===== src/rtl/conv_row_sched.sv =====
// Convolution row sequencer: walks output rows and kernel lines for one layer pass,
// issuing one input-row-wide request burst per kernel line under FIFO back-pressure.
module conv_row_sched #(
  parameter int unsigned REG_WIDTH         = 32,
  parameter int unsigned KERNEL_SIZE_WIDTH = 2,
  parameter int unsigned STRIDE_WIDTH      = 4,
  parameter int unsigned CNT_WIDTH         = 8
) (
  input  logic                         clk,
  input  logic                         rst,
  input  logic                         i_start,
  input  logic                         i_abort,
  input  logic                         i_fifo_full,
  input  logic [REG_WIDTH-1:0]         i_conf_inputshape,
  input  logic [REG_WIDTH-1:0]         i_conf_kernelshape,
  input  logic [STRIDE_WIDTH-1:0]      i_cnfx_stride,
  output logic                         o_req,
  output logic                         o_end,
  output logic                         o_busy,
  output logic                         o_done,
  output logic                         o_cfg_err,
  output logic [CNT_WIDTH-1:0]         o_row_cnt,
  output logic [KERNEL_SIZE_WIDTH-1:0] o_line_cnt
);

  localparam int unsigned SUM_W = CNT_WIDTH + 1;

  typedef enum logic [2:0] {IDLE, LOAD, RUN, LEND, DONE} state_e;

  state_e                       state_q, state_d;
  logic [CNT_WIDTH-1:0]         w_q, w_d, h_q, h_d;
  logic [KERNEL_SIZE_WIDTH-1:0] k_q, k_d;
  logic [STRIDE_WIDTH-1:0]      s_q, s_d;
  logic [CNT_WIDTH-1:0]         col_q, col_d, row_q, row_d;
  logic [KERNEL_SIZE_WIDTH-1:0] line_q, line_d;
  logic                         cfg_err_q, cfg_err_d;
  logic                         end_q, end_d, busy_q, busy_d, done_q, done_d;
  logic                         req_c;
  logic [SUM_W-1:0]             next_row_end;

  // Shape register bits beyond the used fields are intentionally ignored.
  logic unused_cfg_bits;
  assign unused_cfg_bits = ^{i_conf_inputshape[REG_WIDTH-1:16],
                             i_conf_kernelshape[REG_WIDTH-1:KERNEL_SIZE_WIDTH]};

  assign req_c        = (state_q == RUN) && !i_fifo_full;
  assign next_row_end = SUM_W'(row_q) + SUM_W'(s_q) + SUM_W'(k_q);

  always_ff @(posedge clk or negedge rst) begin
    if (!rst) begin
      state_q   <= IDLE;
      w_q       <= '0;
      h_q       <= '0;
      k_q       <= '0;
      s_q       <= '0;
      col_q     <= '0;
      row_q     <= '0;
      line_q    <= '0;
      cfg_err_q <= 1'b0;
      end_q     <= 1'b0;
      busy_q    <= 1'b0;
      done_q    <= 1'b0;
    end else begin
      state_q   <= state_d;
      w_q       <= w_d;
      h_q       <= h_d;
      k_q       <= k_d;
      s_q       <= s_d;
      col_q     <= col_d;
      row_q     <= row_d;
      line_q    <= line_d;
      cfg_err_q <= cfg_err_d;
      end_q     <= end_d;
      busy_q    <= busy_d;
      done_q    <= done_d;
    end
  end

  always_comb begin
    state_d   = state_q;
    w_d       = w_q;
    h_d       = h_q;
    k_d       = k_q;
    s_d       = s_q;
    col_d     = col_q;
    row_d     = row_q;
    line_d    = line_q;
    cfg_err_d = cfg_err_q;

    // Abort outranks every transition, including a same-cycle start.
    if (i_abort) begin
      state_d = IDLE;
    end else begin
      unique case (state_q)
        IDLE: begin
          if (i_start) begin
            state_d   = LOAD;
            w_d       = CNT_WIDTH'(i_conf_inputshape[7:0]);
            h_d       = CNT_WIDTH'(i_conf_inputshape[15:8]);
            k_d       = i_conf_kernelshape[KERNEL_SIZE_WIDTH-1:0];
            s_d       = i_cnfx_stride;
            cfg_err_d = 1'b0;
          end
        end
        LOAD: begin
          if (w_q == '0 || k_q == '0 || s_q == '0 || SUM_W'(h_q) < SUM_W'(k_q)) begin
            cfg_err_d = 1'b1;
            state_d   = DONE;
          end else begin
            col_d   = '0;
            line_d  = '0;
            row_d   = '0;
            state_d = RUN;
          end
        end
        RUN: begin
          if (req_c) begin
            if (col_q == w_q - CNT_WIDTH'(1)) begin
              col_d   = '0;
              state_d = LEND;
            end else begin
              col_d = col_q + CNT_WIDTH'(1);
            end
          end
        end
        LEND: begin
          if (line_q < k_q - KERNEL_SIZE_WIDTH'(1)) begin
            line_d  = line_q + KERNEL_SIZE_WIDTH'(1);
            state_d = RUN;
          end else if (next_row_end <= SUM_W'(h_q)) begin
            line_d  = '0;
            row_d   = row_q + CNT_WIDTH'(s_q);
            state_d = RUN;
          end else begin
            state_d = DONE;
          end
        end
        DONE:    state_d = IDLE;
        default: state_d = IDLE;
      endcase
    end

    end_d  = (state_d == LEND);
    busy_d = (state_d != IDLE);
    done_d = (state_d == DONE);
  end

  assign o_req      = req_c;
  assign o_end      = end_q;
  assign o_busy     = busy_q;
  assign o_done     = done_q;
  assign o_cfg_err  = cfg_err_q;
  assign o_row_cnt  = row_q;
  assign o_line_cnt = line_q;

endmodule

===== config.mk =====
export PLATFORM = sky130hd
export DESIGN_NAME = conv_row_sched
export DESIGN_NICKNAME = d
export VERILOG_FILES = /design/src/rtl/conv_row_sched.sv
export SDC_FILE = /design/constraint.sdc
export NUM_CORES = 1
export LEC_CHECK = 0
export BUFFER_PORTS_ARGS = -buffer_cell sky130_fd_sc_hd__buf_2
export CAP_MARGIN = 20
export CORE_MARGIN = 2
export CORE_UTILIZATION = 35
export DETAILED_ROUTE_END_ITERATION = 16
export PLACE_DENSITY = 0.55
export SLEW_MARGIN = 5
export SYNTH_ARGS = -nofsm -noshare
export SYNTH_HDL_FRONTEND = slang
export SYNTH_SLANG_ARGS = --single-unit

===== constraint.sdc =====
create_clock -name clk -period 4.6 [get_ports clk]
set_clock_uncertainty 0.1 [all_clocks]
set_input_delay 0.92 -clock clk [delete_from_list [all_inputs] [get_ports clk]]
set_output_delay 0.92 -clock clk [all_outputs]
set_load 0.005 [all_outputs]

==> key figures, run 1 <==
Pwr
  • Maximum VDD drop: 132 uV
  • Combinational power share: 37.8%
  • Internal power: 0.891 mW
  • Clock Power Share: 21.4%
  • Leak: 1.71 nW
  • P_sw: 0.514 mW
  • Sequential Power Share: 40.9%
  • Switching Share: 36.6%
  • PD cells: 402 nW/um^2

Clock tree
  • Clock transition at the registers of the reported paths: 0.09 ns
  • Cts repair resizes: 0
  • Hold Buf Count CTS: 0
  • Post-CTS setup buffer count: 0
  • Clock network latency to the later pin of the worst-skew pair: 0.30 ns
  • Clock buffer depth: 2
  • Cts bufs inserted: 5
  • CTS tree: built
  • # clock sinks: 47
  • Root Driver: clkbuf_8
  • H-tree Lvls: 2

Placed design
  • GPL Wtd Cong: 0.844
  • Port bufs: 41
  • DP Wirelength: 5190 um
  • DP Area: 3370 um^2

Global route
  • First-pass GRT wire length: 11,900 um
  • Initial antenna violation count: 0
  • Vias in the first global route: 2,376
  • GR Util All Layers: 15.4%
  • Largest net degree at the start of global routing: 48
  • Total grt overflow: 0

Layout
  • Area delta synth->final: 14.9%
  • Antenna Cells: 0
  • Commonest non-fill, non-tap cell in the layout: dfrtp_1
  • Final instance area: 3490 um^2
  • Commonest non-fill, non-tap cells in the layout: dfrtp_1 (47), buf_2 (41), nand2_1 (40), inv_1 (28), ha_1 (21)
  • Final design utilization: 42.1%
  • Layout Nets: 464
  • Share of post-route cells with drive strength above 1: 19.2%

Worst setup path
  • Crit-path max cell delay: 0.47 ns
  • Critical Path RT: 4.67 ns
  • CP Class: reg2reg
  • Element type at the critical path end: flip-flop
  • Crit-path most repeated cell: inv_1
  • CP delay by family, top: compound AO/OA/AOI/OAI gates
  • Critical path arrival: 4.18 ns
  • Critical Path Fanout Max: 5
  • Slowest library cell on the worst path: fa_1
  • Worst Path Buf+Inv: 4
  • Startpoint types: flip-flop
  • Critical path cell sequence: inv_1 -> fa_1 -> inv_1 -> ha_1 -> inv_1 -> fa_1 -> inv_1 -> a21oi_1 -> o21bai_1 -> nand2_1 -> xnor2_1 -> ha_1 -> a211o_1 -> a211o_1 -> o211ai_1 -> nand2_1 -> a2111oi_0

Timing
  • Rel. slew slack: 57.8%
  • Fin crit share: 89.3%
  • Crit path time final: 4.11 ns
  • Min Hold Slack: 0.454 ns
  • Slew @ Worst Pin: 0.631 ns
  • Setup_tns: 0 ns
  • Final Setup Violations: 0
  • FMAX: 0.243 GHz
  • Final hold violations: 0
  • Final Max Tran Viols: 0
  • RSZ-0062 raised after global routing: false

Floorplanning
  • # IOs: 88
  • Row Count: 33
  • Core Region: 8300 um^2
  • DIE HEIGHT: 97.2 um
  • Initial Utilization: 36.6%
  • Die Wd: 97.2 um
  • Total die area: 9440 um^2

Synth
  • Seq cells post-synth: 47
  • Asr flop ratio synth: 100%
  • EDFF count, synth: 0
  • Post-synth top flop: dfrtp_1
  • Avg Cell Area, Syn: 9.50 um^2
  • Seq/Total Area, Yosys: 38.7%
  • Cell variety after synth: 50
  • Post-synthesis instance area: 3040 um^2
  • Yosys warnings: 0
  • Synthesized Nets: 419
  • Mapped Cells: 320

Detailed routing
  • Wire per inst: 14.4 um
  • First-pass DRT Iterations: 4
  • Antenna violation net count after detailed routing: 0
  • Detailed Route Iter0 Violations: 81
  • Drc violations: 0
  • Routed WL: 6760 um
  • DR vias/cell: 5.04
  • Via count: 2,370

Outcome
  • Outcome: completed

Hold path
  • Worst min path class: in2async

Run
  • Max-Cap Viols: 0
==> stage by stage <==
| stage | setup WS (ns) | cells | power, mW |
|---|---|---|---|
| after floorplan | 0.744 | 320 | 0.961 |
| after global placement | 0.539 | 462 | 1.10 |
| after detailed placement | 0.482 | 462 | 1.12 |
| after CTS | 0.458 | 469 | 1.43 |
| after global routing | 0.107 | 470 | 1.54 |
| final | 0.490 | 470 | 1.41 |
==> cells in the mapped netlist, types with 9 or more instances <==
cell	count	share of area (%)
a21oi_1	10	1.6
o21ai_0	18	3.0
nor2_1	12	1.5
mux2i_1	10	3.3
inv_1	28	3.5
nand3_1	11	1.8
mux2_2	10	3.7
xnor2_1	11	3.2
nand4_1	9	1.9
dfrtp_1	47	39
nand2_1	40	4.9
ha_1	21	8.6
a31oi_1	9	1.9
==> worst paths after layout <==
path | startpoint | slack [ns] | endpoint | cells after the start
max in group asynchronous | rst | 3.44 | o_row_cnt[6] | 2
setup / recovery | o_row_cnt[1] | 0.49 | state_q[1] | 17
hold reg to reg | o_cfg_err | 0.46 | o_cfg_err | 2
setup reg to reg | o_row_cnt[1] | 0.49 | state_q[1] | 17
min in group clk | o_cfg_err | 0.46 | o_cfg_err | 2
hold / removal | rst | 0.45 | h_q[6] | 1
==> sequential cells by signal, indices dropped and copies added (netlist names) <==
signal / count
col_q: 8
h_q: 8
o_row_cnt: 8
w_q: 8
s_q: 4
state_q: 3
k_q: 2
o_line_cnt: 2
o_busy: 1
o_cfg_err: 1
o_done: 1
o_end: 1
==> layer usage <==
layer | global-route usage, % | vias up | routed length (um) | share of wire (%)
met1 | 21.7 | 1097 | 3390 | 50
met4 | 3.25 | 0 | 63 | 0.93
met2 | 24.7 | 46 | 3020 | 45
met3 | 2.95 | 6 | 285 | 4.2
li1 | - | 1221 | - | -
met5 | 0 | - | 0 | 0
==> worst reg2reg max path, stage by stage, from the launching register on <==
cell	delay, ns
dfrtp_1	0.46
inv_1	0.09
fa_1	0.47
inv_1	0.07
ha_1	0.17
inv_1	0.06
fa_1	0.40
inv_1	0.07
a21oi_1	0.05
o21bai_1	0.19
nand2_1	0.09
xnor2_1	0.15
ha_1	0.21
a211o_1	0.28
a211o_1	0.28
o211ai_1	0.26
nand2_1	0.14
a2111oi_0	0.43
==> area by class of cell <==
type	instances	area, um^2
Sequential cell	47	1180
Clock buffer	5	68.8
Inverter	28	105
Tap cell	105	131
Fill cell	843	4810
Clock inverter	2	37.5
Timing Repair Buffer	45	248
Multi-Input combinational cell	238	1730
==> power by group through the flow <==
stage	registers (mW)	clock network (mW)	logic, mW
3_3_place_gp	0.582	0	0.519
6_report	0.574	0.300	0.531
3_5_place_dp	0.583	0	0.533
4_1_cts	0.576	0.320	0.535
2_1_floorplan	0.551	0	0.410
5_1_grt	0.591	0.332	0.616
==> cells by family (layout without fill, tap and decap cells) <==
kind of cell	Yosys count	in the layout	synth area share, %
xor gates and xnor gates	17	17	4.90
buffers and inverters	35	80	4.57
adders and majority gates	26	26	11.9
and+or+nand+nor	113	113	19.8
muxes	20	20	7.00
AOI/OAI and AO/OA	62	62	13.1
DFF	47	47	38.7
No activity file was read; power rests on OpenSTA's default activity.
==> run 2: changes to the inputs <==
CELL_PAD_IN_SITES_DETAIL_PLACEMENT = 1   (was default)
CELL_PAD_IN_SITES_GLOBAL_PLACEMENT = 2   (was default)
CORE_UTILIZATION = 31   (was 35)
CTS_CLUSTER_SIZE = 40   (was default)
PLACE_DENSITY = 0.77   (was 0.55)
==> key figures, run 2 (synthesis results as in run 1) <==
Outcome
  • Outcome: completed

Worst setup path
  • Worst Path Buf+Inv: 4 (unchanged)
  • Startpoint types: flip-flop
  • Critical path origin: o_row_cnt[1]
  • Critical R2R Launch: o_row_cnt[1]
  • R2R Setup Slk: 0.53 ns (+0.04 ns)
  • Element type at the critical path end: flip-flop
  • Critical path arrival: 4.14 ns (-0.04 ns)
  • Crit-path max cell delay: 0.47 ns (about the same)
  • Worst r2r path cells: 17 (unchanged)
  • Crit-path most repeated cell: inv_1
  • Crit path to: state_q[1]
  • R2R Path End: state_q[1]
  • Slowest library cell on the worst path: fa_1
  • Critical Path Fanout Max: 5 (unchanged)
  • Critical Path RT: 4.67 ns (about the same)
  • Critical path depth: 17 (unchanged)
  • CP Class: reg2reg
  • CP delay by family, top: compound AO/OA/AOI/OAI gates
  • Critical path cell sequence: inv_1 -> fa_1 -> inv_1 -> ha_1 -> inv_1 -> fa_1 -> inv_1 -> a21oi_1 -> o21bai_1 -> nand2_1 -> xnor2_1 -> ha_1 -> a211o_1 -> a211o_1 -> o211ai_1 -> nand2_1 -> a2111oi_0

Placed design
  • Post-Place Worst Slack: 0.478 ns (-0.00387 ns)
  • Port bufs: 41 (unchanged)
  • GPL Wtd Cong: 0.800 (-5.2%)
  • DP Wirelength: 6020 um (+16%)

Layout
  • Antenna Cells: 0 (unchanged)
  • Filler Cell Count: 1,152 (+37%)
  • Final design utilization: 36.4% (-5.7 points)
  • Commonest non-fill, non-tap cells in the layout: dfrtp_1 (47), buf_2 (41), nand2_1 (40), inv_1 (28), ha_1 (21)
  • Share of post-route cells with drive strength above 1: 19.4% (+0.22 points)
  • Layout Nets: 465 (+0.22%)
  • Commonest non-fill, non-tap cell in the layout: dfrtp_1
  • Area delta synth->final: 15.3%

Floorplanning
  • Row Count: 36 (+9.1%)
  • # IOs: 88 (unchanged)
  • Total die area: 10,600 um^2 (+12%)
  • Core Region: 9640 um^2 (+16%)
  • Die Wd: 103 um (+6.0%)
  • Initial Utilization: 31.5% (-5.1 points)
  • DIE HEIGHT: 103 um (+6.0%)

Global route
  • Initial antenna violation count: 0 (unchanged)
  • Vias in the first global route: 2,684 (+13%)
  • Total grt overflow: 0 (unchanged)
  • GR Util All Layers: 16.0% (+0.55 points)
  • First-pass GRT wire length: 13,100 um (+10%)
  • Largest net degree at the start of global routing: 48 (unchanged)

Clock tree
  • Hold Buf Count CTS: 0 (unchanged)
  • CTS tree: built
  • # clock sinks: 47 (unchanged)
  • H-tree Lvls: 2 (unchanged)
  • Clock network latency to the later pin of the worst-skew pair: 0.29 ns (about the same)
  • Clock buffer depth: 2 (unchanged)
  • Clock transition at the registers of the reported paths: 0.09 ns (about the same)
  • Root Driver: clkbuf_8
  • Post-CTS setup buffer count: 0 (unchanged)
  • Cts repair resizes: 0 (unchanged)
  • Cts bufs inserted: 5 (unchanged)

Detailed routing
  • Detailed Route Iter0 Violations: 57 (-30%)
  • Routed WL: 7680 um (+14%)
  • Antenna violation net count after detailed routing: 0 (unchanged)
  • Drc violations: 0 (unchanged)
  • Wire per inst: 15.4 um (+7.1%)
  • DR vias/cell: 4.97 (-1.5%)
  • First-pass DRT Iterations: 4 (unchanged)
  • Via count: 2,479 (+4.6%)

Timing
  • FMAX: 0.245 GHz (+0.89%)
  • Final Setup Violations: 0 (unchanged)
  • Final Max Tran Viols: 0 (unchanged)
  • Rel. slew slack: 36.1% (-22 points)
  • Setup_tns: 0 ns (unchanged)
  • Crit path time final: 4.07 ns (-0.0365 ns)
  • RSZ-0062 raised after global routing: false
  • Slew @ Worst Pin: 0.957 ns (+0.327 ns)
  • Final hold violations: 0 (unchanged)
  • Worst setup margin: 0.526 ns (+0.0365 ns)
  • Fin crit share: 88.6% (-0.79 points)

Pwr
  • Sequential Power Share: 41.6% (+0.7 points)
  • Internal power: 0.854 mW (-4.2%)
  • PD cells: 394 nW/um^2 (-2.1%)
  • Maximum VDD drop: 131 uV (-0.59%)
  • Leak: 1.71 nW (-0.15%)
  • Clock Power Share: 18.7% (-2.7 points)
  • P_sw: 0.526 mW (+2.3%)
  • Combinational power share: 39.7% (+1.9 points)
  • Switching Share: 38.1% (+1.5 points)

Run
  • Max-Cap Viols: 0 (unchanged)

Hold path
  • Worst min path class: reg2reg
-- run 2: cell types whose count changed in the layout (fill, tap and decap cells not counted) --
cell / previous run / this run
buf_12: 1 / 0
bufinv_16: 1 / 0
clkinvlp_4: 1 / 0
buf_4: 3 / 5
clkbuf_8: 5 / 6
clkinv_2: 0 / 1
-- run 2: layout make-up --
class / count / area [um^2] / share of cell area, %
clock buffer: 6 / 82.6 / 2.36
sequential: 47 / 1180 / 33.6
multi-input combinational: 238 / 1730 / 49.3
inverter: 28 / 105 / 3.00
tap: 133 / 166 / 4.75
timing repair buffer: 46 / 243 / 6.93
clock inverter: 1 / 5.00 / 0.143
-- run 2: worst min path at each step --
| stage | slack, ns | depth (start not counted) | start | to |
|---|---|---|---|---|
| finish | 0.46 | 1 | col_q[0] | col_q[0] |
| global placement | 0.44 | 2 | o_cfg_err | o_cfg_err |
| detailed placement | 0.44 | 2 | o_cfg_err | o_cfg_err |
| global route | 0.51 | 2 | o_cfg_err | o_cfg_err |
| CTS | 0.47 | 2 | o_cfg_err | o_cfg_err |
| floorplan | 0.41 | 2 | col_q[1] | col_q[1] |
-- run 2: per-layer routing --
| layer | GRT usage [%] | vias to the layer above | share of wire, % |
|---|---|---|---|
| li1 | - | 1223 | - |
| met5 | 0 | - | 0 |
| met4 | 3.24 | 0 | 0.63 |
| met1 | 21.5 | 1217 | 49 |
| met2 | 27.4 | 37 | 47 |
| met3 | 2.31 | 2 | 2.9 |
-- run 2: power by group through the flow --
stage / clock (mW) / sequential [mW] / combinational [mW]
final: 0.258 / 0.574 / 0.548
after global routing: 0.285 / 0.589 / 0.638
after CTS: 0.272 / 0.576 / 0.559
after detailed placement: 0 / 0.583 / 0.555
after global placement: 0 / 0.581 / 0.531
after floorplan: 0 / 0.551 / 0.410
-- run 2: metrics by stage --
stage          cell area, um^2  power, mW  instances  hold WS (ns)
3_3_place_gp              3420       1.11        492         0.443
6_report                  3500       1.38        499         0.464
2_1_floorplan             3040      0.961        320         0.407
4_1_cts                   3500       1.41        499         0.467
3_5_place_dp              3420       1.14        492         0.444
5_1_grt                   3500       1.51        499         0.510
